--- config.mk ---
export PLATFORM = sky130hd
export DESIGN_NAME = sub32_byte_serial
export DESIGN_NICKNAME = d
export VERILOG_FILES = /design/src/rtl/sub32_byte_serial.sv
export SDC_FILE = /design/constraint.sdc
export NUM_CORES = 1
export LEC_CHECK = 0
export BUFFER_PORTS_ARGS = -buffer_cell sky130_fd_sc_hd__buf_2
export CORE_ASPECT_RATIO = 2
export CORE_MARGIN = 4
export CORE_UTILIZATION = 43
export DETAILED_ROUTE_END_ITERATION = 16
export GPL_TIMING_DRIVEN = 0
export PLACE_DENSITY_LB_ADDON = 0.1
export SLEW_MARGIN = 20
export SYNTH_ARGS = -nofsm -noshare
export SYNTH_HDL_FRONTEND = slang
export SYNTH_SLANG_ARGS = --single-unit
--- constraint.sdc ---
create_clock -name clk -period 5.1 [get_ports clk]
set_input_delay 1.275 -clock clk [delete_from_list [all_inputs] [get_ports clk]]
set_output_delay 1.275 -clock clk [all_outputs]
set_load 0.005 [all_outputs]
--- src/rtl/sub32_byte_serial.sv ---
// Byte-serial subtractor: Diff = A - B - Bin, one SLICE-bit slice per clock, LSB first.
// Optional SUB32_BYTE_SERIAL_SKID_EN lets DONE hand off and accept new operands on the same edge.
module sub32_byte_serial #(
  parameter int unsigned WIDTH = 32,
  parameter int unsigned SLICE = 8
) (
  input  logic             clk,
  input  logic             rst_n,
  input  logic             in_valid,
  output logic             in_ready,
  input  logic [WIDTH-1:0] A,
  input  logic [WIDTH-1:0] B,
  input  logic             Bin,
  output logic             out_valid,
  input  logic             out_ready,
  output logic [WIDTH-1:0] Diff,
  output logic             Bout,
  output logic             Ovf,
  output logic             Zero,
  output logic             busy
);

  localparam int unsigned NSLICE = WIDTH / SLICE;
  localparam int unsigned CW     = (NSLICE > 1) ? $clog2(NSLICE) : 1;

  typedef enum logic [1:0] {IDLE, CALC, DONE} state_t;

  state_t            state_q, state_d;
  logic [WIDTH-1:0]  a_q, a_d, b_q, b_d, diff_q, diff_d;
  logic              borrow_q, borrow_d;
  logic [CW-1:0]     cnt_q, cnt_d;
  logic              bout_q, bout_d, ovf_q, ovf_d, zero_q, zero_d;
  logic              out_valid_q, out_valid_d, busy_q, busy_d;
  logic [SLICE-1:0]  a_sl, b_sl;
  logic [SLICE:0]    sum;
  logic              take;

  // Next-state, slice datapath and output decode
  always_comb begin
    state_d     = state_q;
    a_d         = a_q;
    b_d         = b_q;
    diff_d      = diff_q;
    borrow_d    = borrow_q;
    cnt_d       = cnt_q;
    bout_d      = bout_q;
    ovf_d       = ovf_q;
    zero_d      = zero_q;
    a_sl        = '0;
    b_sl        = '0;
    sum         = '0;
    take        = 1'b0;

    case (state_q)
      IDLE: take = in_valid;
      CALC: begin
        for (int k = 0; k < int'(NSLICE); k++) begin
          if (cnt_q == CW'(k)) begin
            a_sl = a_q[k*SLICE +: SLICE];
            b_sl = b_q[k*SLICE +: SLICE];
          end
        end
        // Subtract as A + ~B + carry-in, where carry-in is the inverted borrow
        sum = {1'b0, a_sl} + {1'b0, ~b_sl} + {{SLICE{1'b0}}, ~borrow_q};
        for (int k = 0; k < int'(NSLICE); k++) begin
          if (cnt_q == CW'(k)) diff_d[k*SLICE +: SLICE] = sum[SLICE-1:0];
        end
        borrow_d = ~sum[SLICE];
        cnt_d    = cnt_q + CW'(1);
        if (cnt_q == CW'(NSLICE - 1)) begin
          cnt_d   = '0;
          bout_d  = ~sum[SLICE];
          ovf_d   = (a_q[WIDTH-1] != b_q[WIDTH-1]) && (sum[SLICE-1] != a_q[WIDTH-1]);
          zero_d  = (diff_d == '0);
          state_d = DONE;
        end
      end
      DONE: begin
        if (out_ready) begin
          state_d = IDLE;
`ifdef SUB32_BYTE_SERIAL_SKID_EN
          take = in_valid;
`endif
        end
      end
      default: state_d = IDLE;
    endcase

    if (take) begin
      a_d      = A;
      b_d      = B;
      borrow_d = Bin;
      cnt_d    = '0;
      state_d  = CALC;
    end

    out_valid_d = (state_d == DONE);
    busy_d      = (state_d != IDLE);
  end

  always_ff @(posedge clk) begin
    if (!rst_n) begin
      state_q     <= IDLE;
      a_q         <= '0;
      b_q         <= '0;
      diff_q      <= '0;
      borrow_q    <= 1'b0;
      cnt_q       <= '0;
      bout_q      <= 1'b0;
      ovf_q       <= 1'b0;
      zero_q      <= 1'b0;
      out_valid_q <= 1'b0;
      busy_q      <= 1'b0;
    end else begin
      state_q     <= state_d;
      a_q         <= a_d;
      b_q         <= b_d;
      diff_q      <= diff_d;
      borrow_q    <= borrow_d;
      cnt_q       <= cnt_d;
      bout_q      <= bout_d;
      ovf_q       <= ovf_d;
      zero_q      <= zero_d;
      out_valid_q <= out_valid_d;
      busy_q      <= busy_d;
    end
  end

`ifdef SUB32_BYTE_SERIAL_SKID_EN
  // Ready in DONE follows the consumer so a handoff edge can also accept
  assign in_ready = (state_q == IDLE) || ((state_q == DONE) && out_ready);
`else
  logic in_ready_q, in_ready_d;

  always_comb in_ready_d = (state_d == IDLE);

  always_ff @(posedge clk) begin
    if (!rst_n) in_ready_q <= 1'b1;
    else        in_ready_q <= in_ready_d;
  end

  assign in_ready = in_ready_q;
`endif

  assign out_valid = out_valid_q;
  assign busy      = busy_q;
  assign Diff      = diff_q;
  assign Bout      = bout_q;
  assign Ovf       = ovf_q;
  assign Zero      = zero_q;

endmodule
==> flow_summary.json, run 1 <==
{
  "status": "complete, no violations",
  "cts_hold_buf": 0,
  "synth_edf_count": 0,
  "synth_top_area_frac": 0.436,
  "synthCells": 641,
  "via_per_inst": 5.27,
  "use_met1": 0.219,
  "critPathArrivalTime_ns": 5.10,
  "grt_max_degree": 19,
  "max_stage_delay_ns": 0.75,
  "finalNetCount": 840,
  "cts_buffer_depth": 2,
  "post_dp_cell_area_um2": 5620,
  "grt_pass1_vias": 4877,
  "yosysSeqAreaShare": 0.436,
  "finalCritPeriodShare": 0.942,
  "total_power_w": 0.00206,
  "finalClockSkew_ns": 0.00719,
  "gr-total-overflow": 0,
  "synth_area_um2": 4910,
  "initialDrtViolationCount": 197,
  "htree_levels": 3,
  "cp_max_fo": 10,
  "cts_resized": 0,
  "leakage_nw": 2.59,
  "cts_setup_buffers": 0,
  "synth-main-ff-cell": "dfxtp_1",
  "num_vias": 4771,
  "yosysMostFrequentCell": "nand2_1",
  "initial_core_util": 0.435,
  "die_y_um": 159,
  "clkTransAtPathRegs_ns": 0.07,
  "hold_viol_final": 0,
  "rows": 55,
  "clk_latency_ns": 0.35,
  "cts_root_buffer": "clkbuf_16",
  "grt_pass1_wl_um": 23500,
  "cap_violations": 0,
  "synth_common_cells": "180 x nand2_1, 107 x dfxtp_1, 82 x a21oi_1, 70 x nor2_1, 33 x a21boi_1",
  "grt_use_total": 0.220,
  "critPathTopFamily": "adder cells",
  "layout-area-overhead-vs-synth_pct": 21.0,
  "hold_class": "reg2reg",
  "worst_ep_required_time_ns": 5.39,
  "synth_top_area_cell": "dfxtp_1",
  "diodes": 0,
  "ys_seq_elements": 107,
  "power.density_nw_per_um2": 346,
  "crit_path_frequent_cell": "fa_1",
  "place_congestion": 0.932,
  "wire_per_inst_um": 16.1,
  "io-pin-count": 107,
  "io_buffer_count": 106,
  "crit_chain": "ha_1 > clkbuf_1 > buf_1 > a21oi_1 > o21ai_0 > mux2i_1 > fa_1 > fa_1 > xnor2_1 > o221ai_1 > or4_1 > nor3_1 > a32o_1",
  "end_kind": "flip-flop",
  "crit_type": "reg2reg",
  "clock_sinks": 107,
  "dp_hpwl_um": 11600,
  "yosys.cell_types.count": 53,
  "met3_usage": 0.0285,
  "peakVddDrop_v": 0.000202,
  "synth_nets": 723,
  "cts_made_buffers": 9,
  "wl_um": 14600,
  "drc_errors": 0,
  "rsz0062_at_grt": "false",
  "fillCellCount": 1189,
  "critPathBufInv": 2,
  "setup_viol": 0,
  "crit_slowest_cell": "xnor2_1",
  "drtPass1Iterations": 5,
  "async_flop_share": 0,
  "core_area_um2": 11300,
  "final_cell_area_um2": 5950,
  "worstSetupStartpointType": "flip-flop",
  "synth.area.top_cells": "dfxtp_1 44%, nand2_1 14%, a21oi_1 8.4%",
  "fmax_ghz": 0.208,
  "grt_busiest_layer": "met2",
  "dp.cells": 889,
  "syn_area_per_cell_um2": 7.67,
  "fin_crit_ns": 4.80,
  "die_x_um": 83.6,
  "cts_tree": "built",
  "drive_gt1_frac": 0.177,
  "ant_nets": 0,
  "yosys_warnings": 0,
  "slew_headroom": 0.395,
  "instances_no_fill": 905,
  "worstMarginPinSlew_ns": 0.901,
  "dieArea_um2": 13300,
  "drv_slew": 0,
  "antenna_found_initial": 0,
  "tns_ns": 0,
  "met2_usage": 0.428
}
==> cell usage in the layout (no fill, tap or decap), types with 2 or more instances in the layout <==
cell	count
mux2i_1	18
or3b_1	2
a211oi_1	3
nor4_1	3
clkbuf_16	9
ha_1	11
nand2b_1	2
nor2_1	70
nand3_1	6
fa_1	2
buf_1	6
a21oi_1	82
o21ai_1	3
and2b_1	2
clkinv_4	3
buf_2	106
o221ai_1	2
a22oi_1	3
a21boi_1	33
o21ai_0	20
inv_2	2
bufinv_16	2
o21a_1	2
nand2_1	180
dfxtp_1	107
clkbuf_1	32
xnor2_1	3
nor3_1	7
inv_1	8
a311oi_1	4
nor3b_1	2
==> final cells by class <==
type / count / area [um^2] / share of cell area
tap: 142 / 178 / 0.0299
timing repair buffer: 106 / 531 / 0.0892
inverter: 10 / 37.5 / 0.00631
clock inverter: 7 / 100 / 0.0168
multi-input combinational: 482 / 2550 / 0.429
sequential: 107 / 2140 / 0.360
buffer: 42 / 183 / 0.0307
clock buffer: 9 / 225 / 0.0379
==> worst paths after layout <==
path                 start  endpoint  slack, ns  depth (start not counted)
setup / recovery  cnt_q[0]      Zero       0.30                         13
hold / removal    Diff[29]  Diff[29]       0.45                          2
setup reg to reg  cnt_q[0]      Zero       0.30                         13
hold reg to reg   Diff[29]  Diff[29]       0.45                          2
==> layer usage <==
metal	part of all wire	wire length (um)
met5	0	0
met4	0.044	643
met3	0.047	682
met2	0.55	8080
met1	0.35	5160
==> worst reg2reg max path, cell delays in order, from the launching register on <==
cell and delay (ns):
dfxtp_1 0.41, ha_1 0.34, clkbuf_1 0.42, buf_1 0.47, a21oi_1 0.15, o21ai_0 0.16
mux2i_1 0.12, fa_1 0.44, fa_1 0.43, xnor2_1 0.75, o221ai_1 0.22, or4_1 0.55
nor3_1 0.15, a32o_1 0.14
==> flip-flops by register name, indices dropped and copies added, names as in the netlist <==
signal and cells:
borrow_q 1, cnt_q 2, state_q 2, Diff 32, b_q 32, Ovf 1
Zero 1, Bout 1, out_valid 1, a_q 32, in_ready 1, busy 1
==> power by group <==
group          internal [W]  switching (W)
Combinational      0.000149       0.000247
Sequential         0.000879      0.0000286
Clock              0.000434       0.000321
Total               0.00146       0.000597
==> stage by stage <==
stage          utilization  setup slack [ns]  hold WS (ns)
2_1_floorplan            -              1.45         0.434
3_3_place_gp         0.498             0.531         0.443
3_5_place_dp         0.498             0.415         0.446
4_1_cts              0.527             0.414         0.456
5_1_grt              0.527             0.144         0.474
6_report             0.527             0.296         0.452
==> logic make-up after synthesis <==
kind of cell,synth area share
buffers and inverters,0.0448
and+or+nand+nor,0.239
DFF,0.436
muxes,0.0367
xor gates and xnor gates,0.00866
AOI/OAI and AO/OA,0.199
adders and majority gates,0.0362
Note: power is estimated with default switching activity, not from simulation.
==> run 2: changes to the inputs <==
- CORE_MARGIN: 4 -> 2
- TNS_END_PERCENT: default -> 50
==> flow_summary.json, run 2 (synthesis gave the netlist of run 1 again) <==
{
  "status": "complete, no violations",
  "power.density_nw_per_um2": 333,
  "min_to": "a_q[9]",
  "crit_type": "reg2reg",
  "cts_resized": 0,
  "rrSetupSlack_ns": 0.36,
  "worst_ep_required_time_ns": 5.39,
  "fmax_ghz": 0.211,
  "initialDrtViolationCount": 171,
  "drive_gt1_frac": 0.174,
  "hold_start": "a_q[9]",
  "die_y_um": 155,
  "slew_headroom": 0.493,
  "cts_made_buffers": 9,
  "grt_use_total": 0.244,
  "cts_tree": "built",
  "wire_per_inst_um": 16.2,
  "worstMarginPinSlew_ns": 0.755,
  "core_area_um2": 11200,
  "io-pin-count": 107,
  "peakVddDrop_v": 0.000200,
  "cts_buffer_depth": 2,
  "leakage_nw": 2.55,
  "wl_um": 14700,
  "reg2reg_to": "Zero",
  "clkTransAtPathRegs_ns": 0.07,
  "antenna_found_initial": 0,
  "diodes": 0,
  "initial_core_util": 0.438,
  "fin_crit_ns": 4.74,
  "clk_latency_ns": 0.35,
  "finalClockSkew_ns": 0.00832,
  "hold_class": "reg2reg",
  "dieArea_um2": 12400,
  "clock_sinks": 107,
  "cts_root_buffer": "clkbuf_16",
  "cp_max_fo": 10,
  "hold_viol_final": 0,
  "layout_common_cells": "180 x nand2_1, 107 x dfxtp_1, 106 x buf_2, 82 x a21oi_1, 70 x nor2_1",
  "dp.cells": 889,
  "rows": 55,
  "num_vias": 4669,
  "dp_hpwl_um": 11600,
  "drc_errors": 0,
  "via_per_inst": 5.16,
  "rsz0062_at_grt": "false",
  "ant_nets": 0,
  "die_x_um": 79.6,
  "worstSetupStartpointType": "flip-flop",
  "finalNetCount": 840,
  "drtPass1Iterations": 4,
  "grt_max_degree": 18,
  "htree_levels": 3,
  "cts_hold_buf": 0,
  "tns_ns": 0,
  "grt_pass1_wl_um": 23100,
  "place_congestion": 0.850,
  "gr-total-overflow": 0,
  "grt_pass1_vias": 4692,
  "io_buffer_count": 106,
  "final_common_cell": "nand2_1",
  "critPathArrivalTime_ns": 5.03,
  "cts_setup_buffers": 0,
  "end_kind": "flip-flop",
  "reg2reg_from": "cnt_q[1]",
  "drv_slew": 0,
  "finalCritPeriodShare": 0.929,
  "setup_viol": 0,
  "ff2ff_path_depth": 14,
  "cap_violations": 0,
  "instances_no_fill": 905,
  "hold_depth": 2,
  "layout-area-overhead-vs-synth_pct": 19.9
}
run 2: changes by cell type in the layout (fill, tap and decap cells not counted):
cell | before | now
clkbuf_1 | 32 | 34
inv_6 | 1 | 2
clkinvlp_4 | 0 | 2
bufinv_16 | 2 | 0
clkinv_4 | 3 | 0
run 2: worst max-delay path by stage:
stage | start | to | depth (start not counted)
4_1_cts | cnt_q[0] | Zero | 13
6_report | cnt_q[1] | Zero | 14
3_3_place_gp | cnt_q[0] | Zero | 13
3_5_place_dp | cnt_q[0] | Zero | 14
5_1_grt | cnt_q[1] | Zero | 14
2_1_floorplan | cnt_q[0] | Zero | 14
run 2: power breakdown:
| part | leakage [nW] | total [W] | internal, W | switching, W |
|---|---|---|---|---|
| registers | 0.875 | 0.000908 | 0.000879 | 0.0000287 |
| clock network | 0.127 | 0.000655 | 0.000335 | 0.000320 |
| logic | 1.55 | 0.000397 | 0.000148 | 0.000249 |
run 2: worst max-delay path, stage by stage (launching register included):
cell and delay, ns:
dfxtp_1 0.35, inv_1 0.09, ha_1 0.31, clkbuf_1 0.44, buf_1 0.48, a21oi_1 0.13
o21ai_0 0.19, mux2i_1 0.16, fa_1 0.45, fa_1 0.42, xnor2_1 0.64, o221ai_1 0.23
or4_1 0.53, nor3_1 0.14, a32o_1 0.14
run 2: area by class of cell:
type,count,area [um^2]
inverter,10,37.5
tap,142,178
fill,1156,5320
clock buffer,11,233
clock inverter,5,37.5
multi-input combinational,482,2550
buffer,42,183
timing repair buffer,106,531
sequential,107,2140
run 2: metrics by stage:
stage / util / setup WS, ns / area, um^2 / hold slack, ns / power, W
after floorplan: - / 1.45 / 4910 / 0.434 / 0.00118
after global placement: 0.501 / 0.499 / 5620 / 0.442 / 0.00132
after detailed placement: 0.501 / 0.419 / 5620 / 0.446 / 0.00132
after CTS: 0.525 / 0.375 / 5890 / 0.456 / 0.00196
after global routing: 0.525 / 0.0275 / 5890 / 0.477 / 0.00206
final: 0.525 / 0.361 / 5890 / 0.453 / 0.00196
run 2: layer usage:
metal  global-route usage  up-vias  wire, um
li1                     -     2381         -
met1                0.254     2137      5540
met2                0.467      121      8040
met3               0.0325       30       569
met4                0.113        0       522
met5                    0        -         0
